--- src/rtl/cpu_wb_arbiter.sv ---
// Round-robin writeback arbiter with a one-stage register-file write register and a destination scoreboard.
// Define WB_BYPASS_EN to forward the value in the output stage to the issue-stage source operands.
module cpu_wb_arbiter #(
  parameter int XLEN = 32,
  parameter int NREQ = 3
) (
  input  logic               clk,
  input  logic               reset,
  input  logic [NREQ-1:0]    req_valid,
  input  logic [NREQ*5-1:0]  req_rd_addr,
  input  logic [NREQ*XLEN-1:0] req_rd_data,
  output logic [NREQ-1:0]    req_ready,
  output logic [4:0]         rd_addr,
  output logic [XLEN-1:0]    rd_data,
  output logic               rd_write_en,
  input  logic               issue_valid,
  input  logic [4:0]         issue_rd_addr,
  output logic               issue_ready,
  input  logic [4:0]         rs1_addr,
  input  logic [4:0]         rs2_addr,
  output logic               hazard_rs1,
  output logic               hazard_rs2,
  output logic               fwd_rs1_valid,
  output logic               fwd_rs2_valid,
  output logic [XLEN-1:0]    fwd_rs1_data,
  output logic [XLEN-1:0]    fwd_rs2_data,
  output logic [31:0]        busy_mask
);
  localparam int PW = (NREQ > 1) ? $clog2(NREQ) : 1;

  logic [PW-1:0]   rr_ptr;
  logic [PW-1:0]   ptr_next;
  logic [PW-1:0]   grant_idx;
  logic [PW:0]     scan_sum;
  logic [PW-1:0]   scan_idx;
  logic            grant_any;
  logic [NREQ-1:0] grant;
  logic [4:0]      sel_addr;
  logic [XLEN-1:0] sel_data;
  logic [31:0]     busy;
  logic [31:0]     busy_next;
  logic [31:0]     clr_vec;
  logic [31:0]     set_vec;
  logic            alloc;

  // Handshake: a requester holds valid/addr/data until ready; a transfer happens in any
  // cycle where valid && ready, and ready never waits on the output stage.
  always_comb begin
    grant     = '0;
    grant_idx = '0;
    grant_any = 1'b0;
    scan_sum  = '0;
    scan_idx  = '0;
    for (int k = 0; k < NREQ; k++) begin
      scan_sum = {1'b0, rr_ptr} + (PW+1)'(k);
      if (scan_sum >= (PW+1)'(NREQ)) scan_sum = scan_sum - (PW+1)'(NREQ);
      scan_idx = scan_sum[PW-1:0];
      if (!grant_any && req_valid[scan_idx]) begin
        grant_any       = 1'b1;
        grant_idx       = scan_idx;
        grant[scan_idx] = 1'b1;
      end
    end
    if (reset) begin
      grant     = '0;
      grant_any = 1'b0;
    end
  end

  always_comb begin
    sel_addr = '0;
    sel_data = '0;
    for (int i = 0; i < NREQ; i++) begin
      if (grant[i]) begin
        sel_addr = req_rd_addr[5*i +: 5];
        sel_data = req_rd_data[XLEN*i +: XLEN];
      end
    end
  end

  assign req_ready = grant;
  assign ptr_next  = (grant_idx == PW'(NREQ - 1)) ? '0 : grant_idx + PW'(1);

  // A register being written this cycle may be re-allocated; the set below wins over the clear.
  assign issue_ready = (issue_rd_addr == 5'd0) || !busy[issue_rd_addr] ||
                       (rd_write_en && (rd_addr == issue_rd_addr));
  assign alloc     = issue_valid && issue_ready && (issue_rd_addr != 5'd0);
  assign clr_vec   = rd_write_en ? (32'd1 << rd_addr) : 32'd0;
  assign set_vec   = alloc ? (32'd1 << issue_rd_addr) : 32'd0;
  assign busy_next = ((busy & ~clr_vec) | set_vec) & ~32'd1;
  assign busy_mask = busy;

  always_ff @(posedge clk or posedge reset) begin
    if (reset) begin
      rr_ptr      <= '0;
      rd_write_en <= 1'b0;
      rd_addr     <= '0;
      rd_data     <= '0;
      busy        <= '0;
    end else begin
      if (grant_any) begin
        rr_ptr  <= ptr_next;
        rd_addr <= sel_addr;
        rd_data <= sel_data;
      end
      rd_write_en <= grant_any && (sel_addr != 5'd0);
      busy        <= busy_next;
    end
  end

`ifdef WB_BYPASS_EN
  assign fwd_rs1_valid = rd_write_en && (rd_addr == rs1_addr) && (rs1_addr != 5'd0);
  assign fwd_rs2_valid = rd_write_en && (rd_addr == rs2_addr) && (rs2_addr != 5'd0);
  assign fwd_rs1_data  = fwd_rs1_valid ? rd_data : '0;
  assign fwd_rs2_data  = fwd_rs2_valid ? rd_data : '0;
  assign hazard_rs1    = busy[rs1_addr] && !fwd_rs1_valid;
  assign hazard_rs2    = busy[rs2_addr] && !fwd_rs2_valid;
`else
  assign fwd_rs1_valid = 1'b0;
  assign fwd_rs2_valid = 1'b0;
  assign fwd_rs1_data  = '0;
  assign fwd_rs2_data  = '0;
  assign hazard_rs1    = busy[rs1_addr];
  assign hazard_rs2    = busy[rs2_addr];
`endif

endmodule

--- config.mk ---
export PLATFORM = sky130hd
export DESIGN_NAME = cpu_wb_arbiter
export DESIGN_NICKNAME = d
export VERILOG_FILES = /design/src/rtl/cpu_wb_arbiter.sv
export SDC_FILE = /design/constraint.sdc
export NUM_CORES = 1
export LEC_CHECK = 0
export BUFFER_PORTS_ARGS = -buffer_cell sky130_fd_sc_hd__buf_2
export CORE_UTILIZATION = 46
export DETAILED_ROUTE_END_ITERATION = 8
export GPL_TIMING_DRIVEN = 0
export PLACE_DENSITY = 0.89
export SYNTH_ARGS = -nofsm -noshare
export SYNTH_HDL_FRONTEND = slang
export SYNTH_SLANG_ARGS = --single-unit
--- constraint.sdc ---
create_clock -name clk -period 6 [get_ports clk]
set_input_delay 1.2 -clock clk [delete_from_list [all_inputs] [get_ports clk]]
set_output_delay 1.2 -clock clk [all_outputs]
set_load 0.02 [all_outputs]
==> results of run 1 <==
[final timing paths]
| kind | end | slack (ns) | cells past startpoint |
|---|---|---|---|
| min reg2reg | rd_data[5] | 0.49 | 2 |
| max reg2reg | rd_data[2] | 2.36 | 12 |
| min in group asynchronous | rd_data[23] | 1.11 | 2 |
| max in group asynchronous | busy_mask[19] | 4.31 | 2 |
| max | issue_ready | 0.96 | 10 |
| min | rd_data[5] | 0.49 | 2 |
[where the power goes]
group | internal [uW] | switching (uW) | total, uW | leakage [uW]
sequential | 724 | 257 | 981 | 0.000852
clock | 291 | 196 | 486 | 0.000127
combinational | 829 | 1250 | 2080 | 0.00230
[registers in the layout (all words and copies together), names as in the netlist]
register	count
rd_data	32
rr_ptr	2
busy_mask	31
rd_addr	5
rd_write_en	1
[routing by layer]
metal,up-vias,global-route usage (%)
li1,2395,-
met1,2452,34.9
met2,360,50.4
met3,44,7.84
met4,0,9.69
met5,-,0
[area by class of cell]
| type | count | area share [%] |
|---|---|---|
| plain buffers | 103 | 10.1 |
| clock buffers | 10 | 2.04 |
| clock inverters | 6 | 1.73 |
| inverters | 9 | 0.539 |
| multi-input cells | 415 | 42.0 |
| flip-flops and latches | 71 | 26.4 |
| well taps | 136 | 2.53 |
| repair buffers | 198 | 14.7 |
[kinds of logic after synthesis]
family | count (synthesis) | synth area share (%)
buffers and inverters | 112 | 14.1
XOR/XNOR | 4 | 0.691
multiplexers | 40 | 14.7
other | 1 | 0.0739
AND/OR/NAND/NOR | 137 | 12.7
AO/OA/AOI/OAI | 163 | 21.7
flip-flops | 71 | 35.0
adder cells (fa/ha/maj) | 4 | 0.987
[stage by stage]
step	instance area [sq um]	setup WS, ns	std cells	hold slack (ns)
2_1_floorplan	5320	0.921	598	0.505
3_3_place_gp	6480	-0.277	932	0.462
3_5_place_dp	6480	1.04	932	0.471
4_1_cts	6740	1.03	948	0.488
5_1_grt	6740	0.738	948	0.515
6_report	6740	0.960	948	0.486
[worst reg2reg max path, stage by stage (launching register included)]
cell and delay (ns):
dfrtp_1 0.42, inv_1 0.10, ha_1 0.16, buf_6 0.14
mux2i_1 0.26, o21ai_0 0.15, a311oi_1 0.89, or2_0 0.36
inv_1 0.10, buf_2 0.19, buf_1 0.27, a221oi_1 0.36
o21ai_1 0.12
[cells in the final DEF, fill, tap and decap left out, drive strengths merged, types with 6 or more instances in the layout]
| cell type | Yosys | routed |
|---|---|---|
| mux2 | 8 | 8 |
| clkbuf | 28 | 38 |
| mux2i | 6 | 6 |
| conb | 1 | 67 |
| nand2b | 6 | 6 |
| a221oi | 35 | 35 |
| o41ai | 7 | 7 |
| nor2 | 41 | 41 |
| o21ai | 92 | 92 |
| buf | 75 | 273 |
| o31ai | 9 | 9 |
| nand3b | 9 | 9 |
| mux4 | 26 | 26 |
| nand2 | 53 | 53 |
| inv | 9 | 10 |
| dfrtp | 71 | 71 |
| a21oi | 6 | 6 |
==> results.sh, run 1 <==
export IMPL_slowest_delay_ns=0.49
export IMPL_critical_path_slowest_cell="mux2i_2"
export IMPL_synth_edf_count=0
export IMPL_cp_arrival_ns=3.84
export IMPL_clk_latency_ns=0.35
export IMPL_ys_warn_count=0
export IMPL_rsz0062_at_grt="no"
export IMPL_irDropWorstVdd_uv=325
export IMPL_fin_nets=943
export IMPL_grt_usage_pct=29.1
export IMPL_drc=0
export IMPL_yosysTopAreaCell="dfrtp_1"
export IMPL_path_cells="clkbuf_1, buf_2, a21oi_1, a211oi_1, a211oi_1, a221o_1, mux2i_2, clkbuf_1, inv_1, buf_2"
export IMPL_synthTopCellsByCount="dfrtp_1, buf_4, o21ai_0"
export IMPL_hold_class="reg2reg"
export IMPL_cpLargestDelayFamily="buffers and inverters"
export IMPL_synth_cell_types=55
export IMPL_vias_per_cell=5.54
export IMPL_fp_dieH_microns=107
export IMPL_end_kind="primary output"
export IMPL_report_final_slew_viol_count=0
export IMPL_crit_buf_inv=5
export IMPL_p_total_uw=3550
export IMPL_antenna_left=0
export IMPL_ys_flop_type="dfrtp_1"
export IMPL_io_pins=274
export IMPL_cp_startpoint="issue_rd_addr[1]"
export IMPL_clk_pin_slew_ns=0.08
export IMPL_grt_pass1_vias=5038
export IMPL_vias=5251
export IMPL_syn_area_sq_um=5070
export IMPL_drive_gt1_share_pct=42.2
export IMPL_holdBufCountCts=0
export IMPL_r2r_start="rr_ptr[1]"
export IMPL_gp_congestion=0.929
export IMPL_rows=37
export IMPL_tns_ns=0
export IMPL_multiInputGateArea_sq_um=2830
export IMPL_post_cts_buffers=0
export IMPL_routed_wl_met2_mm=8.55
export IMPL_dpl_hpwl_mm=13.1
export IMPL_dr_max_layer_used="met4"
export IMPL_postLayoutCoreUtil_pct=64.1
export IMPL_initial_utilization_pct=48.3
export IMPL_postSynthCellCount=532
export IMPL_io_buffers=198
export IMPL_fillers=892
export IMPL_ys_top_cells_by_area="dfrtp_1, mux4_2, buf_4, a221oi_1, o21ai_0"
export IMPL_dr_first_iter_drc_count=396
export IMPL_ctsLongestPathBuffers=2
export IMPL_max_freq_ghz=0.198
export IMPL_regArea_sq_um=1780
export IMPL_tightestPinTransition_ns=1.01
export IMPL_drtPass1Iterations=5
export IMPL_grt_pass1_wl_mm=25.6
export IMPL_wirelength_mm=16.8
export IMPL_slew_headroom_pct=32.3
export IMPL_synth_seq_cells=71
export IMPL_grt_max_degree=74
export IMPL_p_per_area_nw_per_um2=527
export IMPL_finalSetupViolCount=0
export IMPL_drt_met1_wl_mm=5.89
export IMPL_die_width_microns=107
export IMPL_core_area_sq_um=10500
export IMPL_synth_most_common_cell="dfrtp_1"
export IMPL_crit_required_ns=4.80
export IMPL_p_leak_uw=0.00328
export IMPL_antenna_found_initial=0
export IMPL_fin_skew_ns=0.0196
export IMPL_met3_length_mm=1.91
export IMPL_dieArea_sq_um=11400
export IMPL_post_route_min_period_ns=5.04
export IMPL_cts_tree="built"
export IMPL_period_share_pct=84.0
export IMPL_numCtsBuffers=9
export IMPL_async_reset_ff_share_pct=100
export IMPL_clock_root_buffer="clkbuf_8"
export IMPL_yosysSeqAreaShare_pct=35.0
export IMPL_status="completed"
export IMPL_avgSynthCellArea_sq_um=9.53
export IMPL_hp_start="rd_data[5]"
export IMPL_antenna_cells=0
export IMPL_cts_max_level=3
export IMPL_drv_cap=0
export IMPL_hold_viol_final=0
export IMPL_grt_overflow=0
export IMPL_synth_top_area_share_pct=35.0
export IMPL_syn2layout_area_growth_pct=32.8
export IMPL_cts_resized=0
export IMPL_cts_sinks=71
export IMPL_path_class="in2out"
export IMPL_cp_max_fo=10
export IMPL_routedWlPerCell_microns=17.7
export IMPL_start_kind="input pin"
(Power assumes the default switching activity.)
==> run 2: changes to the inputs <==
- ABC_AREA: unset -> 1
- CORE_UTILIZATION: 46 -> 47
- clock period: 6 -> 4.9 ns (I/O delays scaled with it)
==> run 2 against run 1 <==
First-iteration DRC count rose by 29%. Worst setup slack better by 0.045 ns. Non-clock buffer count grew 9. Via count up 25%. Global-route usage up 3.6 points. Hold slack worse by 0.0063 ns. Sequential share of layout area decreased by 1.7 points. Core utilization up 1.2 points. Count of clock-buffer cells in the layout down 1. Sequential power up 23%.
==> results.sh, run 2 <==
export IMPL_status="completed"
export IMPL_synth_edf_count=0
export IMPL_gp_congestion=0.954
export IMPL_postSynthCellCount=816
export IMPL_synth_top_area_share_pct=32.9
export IMPL_postLayoutCoreUtil_pct=65.3
export IMPL_yosysSeqAreaShare_pct=32.9
export IMPL_vias=6571
export IMPL_grt_overflow=0
export IMPL_pwr_share_clk_pct=16.4
export IMPL_largest_reg_flops=32
export IMPL_report_final_slew_viol_count=0
export IMPL_tightestPinTransition_ns=0.760
export IMPL_final_cell_mix="nand2_1, buf_2, o21ai_0, buf_4, dfrtp_1"
export IMPL_routedWlPerCell_microns=15.4
export IMPL_antenna_left=0
export IMPL_finalNonFillerCells=1245
export IMPL_core_area_sq_um=11000
export IMPL_fin_hold_ws_ns=0.479
export IMPL_max_freq_ghz=0.257
export IMPL_drv_cap=0
export IMPL_antenna_found_initial=0
export IMPL_slew_headroom_pct=49.2
export IMPL_io_pins=274
export IMPL_rsz0062_at_grt="no"
export IMPL_cts_sinks=71
export IMPL_finalSetupViolCount=0
export IMPL_antenna_cells=0
export IMPL_grt_usage_pct=32.7
export IMPL_cts_max_level=3
export IMPL_cts_tree="built"
export IMPL_dieArea_sq_um=11900
export IMPL_ys_top_cells_by_area="dfrtp_1, nand2_1, buf_4, o21ai_0, nand3_1"
export IMPL_p_per_area_nw_per_um2=619
export IMPL_power_frac_comb_pct=56.3
export IMPL_max_flop_register="rd_data"
export IMPL_crit_required_ns=3.92
export IMPL_stdcell_area_sq_um=7210
export IMPL_irDropWorstVdd_uv=377
export IMPL_dpl_hpwl_mm=14.9
export IMPL_ctsLongestPathBuffers=2
export IMPL_die_width_microns=109
export IMPL_async_reset_ff_share_pct=100
export IMPL_holdBufCountCts=0
export IMPL_wirelength_mm=19.1
export IMPL_clk_pin_slew_ns=0.06
export IMPL_post_cts_buffers=0
export IMPL_grt_pass1_wl_mm=29.9
export IMPL_yosysTopAreaCell="dfrtp_1"
export IMPL_clock_root_buffer="clkbuf_16"
export IMPL_synth_most_common_cell="nand2_1"
export IMPL_hold_viol_final=0
export IMPL_pwr_share_seq_pct=27.2
export IMPL_r2r_start="rr_ptr[0]"
export IMPL_final_common_cell="nand2_1"
export IMPL_clk_latency_ns=0.33
export IMPL_io_buffers=206
export IMPL_cp_arrival_ns=2.91
export IMPL_vias_per_cell=5.28
export IMPL_ys_flop_type="dfrtp_1"
export IMPL_initial_utilization_pct=48.9
export IMPL_post_route_min_period_ns=3.89
export IMPL_fin_skew_ns=0.00576
export IMPL_avgSynthCellArea_sq_um=6.61
export IMPL_synth_cell_types=35
export IMPL_period_share_pct=79.5
export IMPL_drc=0
export IMPL_syn_area_sq_um=5390
export IMPL_hp_start="rd_data[29]"
export IMPL_internal_power_uw=2180
export IMPL_numCtsBuffers=9
export IMPL_dr_first_iter_drc_count=512
export IMPL_ys_warn_count=0
export IMPL_fin_nets=1236
export IMPL_grt_max_degree=61
export IMPL_start_kind="input pin"
export IMPL_rows=38
export IMPL_drive_gt1_share_pct=29.2
export IMPL_drtPass1Iterations=5
export IMPL_path_class="in2out"
export IMPL_synth_seq_cells=71
export IMPL_cts_resized=0
export IMPL_tns_ns=0
export IMPL_fp_dieH_microns=109
export IMPL_cp_startpoint="issue_rd_addr[0]"
export IMPL_grt_pass1_vias=6061
export IMPL_switching_share_pct=51.0
export IMPL_p_leak_uw=0.00396
export IMPL_syn2layout_area_growth_pct=33.6
export IMPL_hold_class="reg2reg"
export IMPL_cp_max_fo=10
export IMPL_end_kind="primary output"
export IMPL_synthTopCellsByCount="nand2_1, o21ai_0, buf_4"
export IMPL_placed_area_sq_um=6880
export IMPL_p_switching_uw=2280
export IMPL_dp_cells=1229
## run 2: cell count changes after synthesis, moves of 9 or more
cell      before  now
a221oi_1      33    0
nor2_1        41   62
mux4_2        26    0
o221ai_1       0    9
o31ai_1        9    0
clkbuf_1      27   15
nand2_1       53  256
o21ai_0       57   73
nand4_1        2   38
nand3_1        4   63
inv_1          9   46
## run 2: power by group through the flow
stage	logic [uW]	registers (uW)	clock network [uW]
global placement	2420	1200	0
detailed placement	2490	1200	0
global route	2810	1250	756
floorplan	1420	1440	0
CTS	2500	1200	730
finish	2510	1210	733
## run 2: path summary, 6_finish.rpt
path / depth (start not counted) / end / slack, ns
setup / recovery: 8 / issue_ready / 1.01
hold / removal: 2 / rd_data[29] / 0.48
setup reg to reg: 13 / rd_data[10] / 2.38
hold reg to reg: 2 / rd_data[29] / 0.48
max in group asynchronous: 3 / rd_data[27] / 3.71
min in group asynchronous: 2 / rd_data[1] / 0.62
## run 2: stage by stage
| step | power [uW] | worst slack (ns) |
|---|---|---|
| floorplan | 2860 | 0.771 |
| global placement | 3630 | -0.159 |
| detailed placement | 3690 | 1.09 |
| CTS | 4430 | 1.07 |
| global route | 4810 | 0.926 |
| finish | 4460 | 1.01 |
## run 2: cells by family (layout without fill, tap and decap cells)
group / after synthesis / in the layout / share of synthesized area, %
buf+inv: 155 / 378 / 16.2
fa+ha+maj: 4 / 4 / 0.928
flops: 71 / 71 / 32.9
compound gates: 138 / 138 / 14.1
other cells: 1 / 67 / 0.0695
xor+xnor: 1 / 1 / 0.162
simple gates: 446 / 446 / 35.6
## run 2: routing by layer
metal | routed length [microns] | vias to the layer above | global-route usage [%]
met2 | 9390 | 403 | 56.3
met4 | 787 | 0 | 16.7
li1 | - | 3148 | -
met5 | 0 | - | 0
met3 | 1930 | 60 | 8.37
met1 | 7040 | 2960 | 37.1
## run 2: cell type report
cell class / count / area [sq um]
clock buffers: 9 / 225
fillers: 1060 / 3820
clock inverters: 7 / 103
well taps: 140 / 175
multi-input cells: 656 / 2990
plain buffers: 103 / 677
inverters: 52 / 199
flip-flops and latches: 71 / 1780
repair buffers: 207 / 1060
## run 2: critical path, stage by stage
cell and delay [ns]:
buf_2 0.14, nor2_1 0.60, nand2_1 0.21, nor3_1 0.19, a41oi_1 0.08, nand3_1 0.21
buf_2 0.28, buf_2 0.21
==> run 3: changes to the inputs <==
- ABC_AREA: 1 -> 0
- CORE_UTILIZATION: 47 -> 46
- clock period: 4.9 -> 3.6 ns (I/O delays scaled with it)
==> run 3 against run 2 <==
Flip-flop and latch count did not move. Clock power fell by 23%. Combinational power rose by 40%. Register-to-register slack got worse by 2.0 ns. First-iteration DRC count fell by 19%. Sequential share of layout area rose by 1.9 points. Hold slack improved by 0.0023 ns. Total power rose by 28%. Routed wire length fell by 14%. Critical endpoint unchanged.
==> results.sh, run 3 (synthesized netlist as in run 1, its figures left out) <==
export IMPL_path_class="in2out"
export IMPL_start_kind="input pin"
export IMPL_slew_headroom_pct=41.3
export IMPL_grt_usage_pct=29.2
export IMPL_largest_reg_flops=32
export IMPL_met3_usage_pct=9.00
export IMPL_period_share_pct=95.8
export IMPL_clk_pin_slew_ns=0.07
export IMPL_drv_cap=0
export IMPL_final_common_cell="buf_2"
export IMPL_regArea_sq_um=1780
export IMPL_vias_per_cell=5.50
export IMPL_drtPass1Iterations=5
export IMPL_met1_usage_pct=32.6
export IMPL_routedWlPerCell_microns=17.4
export IMPL_dieArea_sq_um=11400
export IMPL_status="completed"
export IMPL_grt_busiest_layer="met2"
export IMPL_syn2layout_area_growth_pct=32.1
export IMPL_report_final_slew_viol_count=0
export IMPL_clk_latency_ns=0.35
export IMPL_stdcell_area_sq_um=6700
export IMPL_tightestPinTransition_ns=0.881
export IMPL_finalNonFillerCells=945
export IMPL_core_area_sq_um=10500
export IMPL_p_total_uw=5710
export IMPL_fin_nets=941
export IMPL_max_flop_register="rd_data"
export IMPL_p_leak_uw=0.00326
export IMPL_io_buffers=198
export IMPL_dr_first_iter_drc_count=417
export IMPL_die_width_microns=107
export IMPL_clock_root_buffer="clkbuf_8"
export IMPL_end_kind="primary output"
export IMPL_antenna_found_initial=1
export IMPL_fin_skew_ns=0.0119
export IMPL_rsz0062_at_grt="no"
export IMPL_fp_dieH_microns=107
export IMPL_multiInputGateArea_sq_um=2850
export IMPL_fillers=901
export IMPL_p_per_area_nw_per_um2=852
export IMPL_numCtsBuffers=9
export IMPL_antenna_left=0
export IMPL_io_pins=274
export IMPL_grt_pass1_wl_mm=25.4
export IMPL_drc=0
export IMPL_cts_sinks=71
export IMPL_gp_congestion=1.02
export IMPL_dpl_hpwl_mm=12.9
export IMPL_post_route_min_period_ns=3.45
export IMPL_cp_max_fo=10
export IMPL_worst_slack_ns=0.153
export IMPL_hold_viol_final=0
export IMPL_drive_gt1_share_pct=42.7
export IMPL_grt_pass1_vias=5070
export IMPL_placed_area_sq_um=6500
export IMPL_ctsLongestPathBuffers=2
export IMPL_crit_required_ns=2.88
export IMPL_cp_arrival_ns=2.73
export IMPL_cts_max_level=3
export IMPL_tns_ns=0
export IMPL_final_cell_mix="buf_2, dfrtp_1, buf_4, conb_1, o21ai_0"
export IMPL_irDropWorstVdd_uv=497
export IMPL_grt_max_degree=42
export IMPL_met2_usage_pct=51.4
export IMPL_initial_utilization_pct=48.3
export IMPL_dp_cells=933
export IMPL_pre_cts_slack_ns=-0.476
export IMPL_rows=37
export IMPL_grt_overflow=0
export IMPL_finalSetupViolCount=0
export IMPL_cts_tree="built"
export IMPL_hold_class="reg2reg"
export IMPL_wirelength_mm=16.5
export IMPL_max_freq_ghz=0.290
export IMPL_vias=5193
-- run 3: critical path, stage by stage --
cell and delay (ns):
clkbuf_2 0.25, clkbuf_4 0.27, a21oi_1 0.08, a211oi_1 0.21, a211oi_1 0.07, a221o_1 0.34
mux2i_4 0.31, clkbuf_4 0.28, inv_1 0.05, buf_2 0.15
-- run 3: path summary, 6_finish.rpt --
path	start	end	slack, ns	cells past startpoint
worst max-delay path	issue_rd_addr[1]	issue_ready	0.15	10
worst min-delay path	rd_data[0]	rd_data[0]	0.48	2
worst max register to register	rr_ptr[1]	rd_write_en	0.37	10
worst min register to register	rd_data[0]	rd_data[0]	0.48	2
max in group asynchronous	reset	busy_mask[29]	2.42	3
min in group asynchronous	reset	rd_data[28]	0.54	2
-- run 3: power by group --
group / switching [uW] / internal [uW]
clock: 282 / 280
sequential: 412 / 1210
combinational: 2110 / 1410
-- run 3: final cells by class --
type | count | area share, %
Antenna cell | 1 | 0.0374
Buffer | 99 | 10.1
Clock buffer | 13 | 2.37
Clock inverter | 1 | 0.0747
Inverter | 9 | 0.560
Multi-Input combinational cell | 415 | 42.6
Sequential cell | 71 | 26.5
Tap cell | 136 | 2.54
Timing Repair Buffer | 200 | 15.2
-- run 3: what timing repair did --
action / CTS / global route
endpoints found under the hold margin: 0 / 0
setup buffers: 1 / 0
pin swaps: 1 / 0
cloned: 0 / 0
gates resized for setup: 5 / 7
endpoints found under the setup margin: 14 / 3
hold buffers: 0 / 0
-- run 3: metal layers --
layer  wire length [microns]  vias up
li1                        -     2382
met1                    5960     2467
met2                    8380      305
met3                    1630       39
met4                     513        0
met5                       0        -
-- run 3: through the flow --
step / hold WS (ns) / utilization (%)
after CTS: 0.486 / 63.6
after global routing: 0.508 / 63.7
final: 0.482 / 63.7
after global placement: 0.462 / 61.7
after floorplan: 0.505 / -
after detailed placement: 0.470 / 61.9
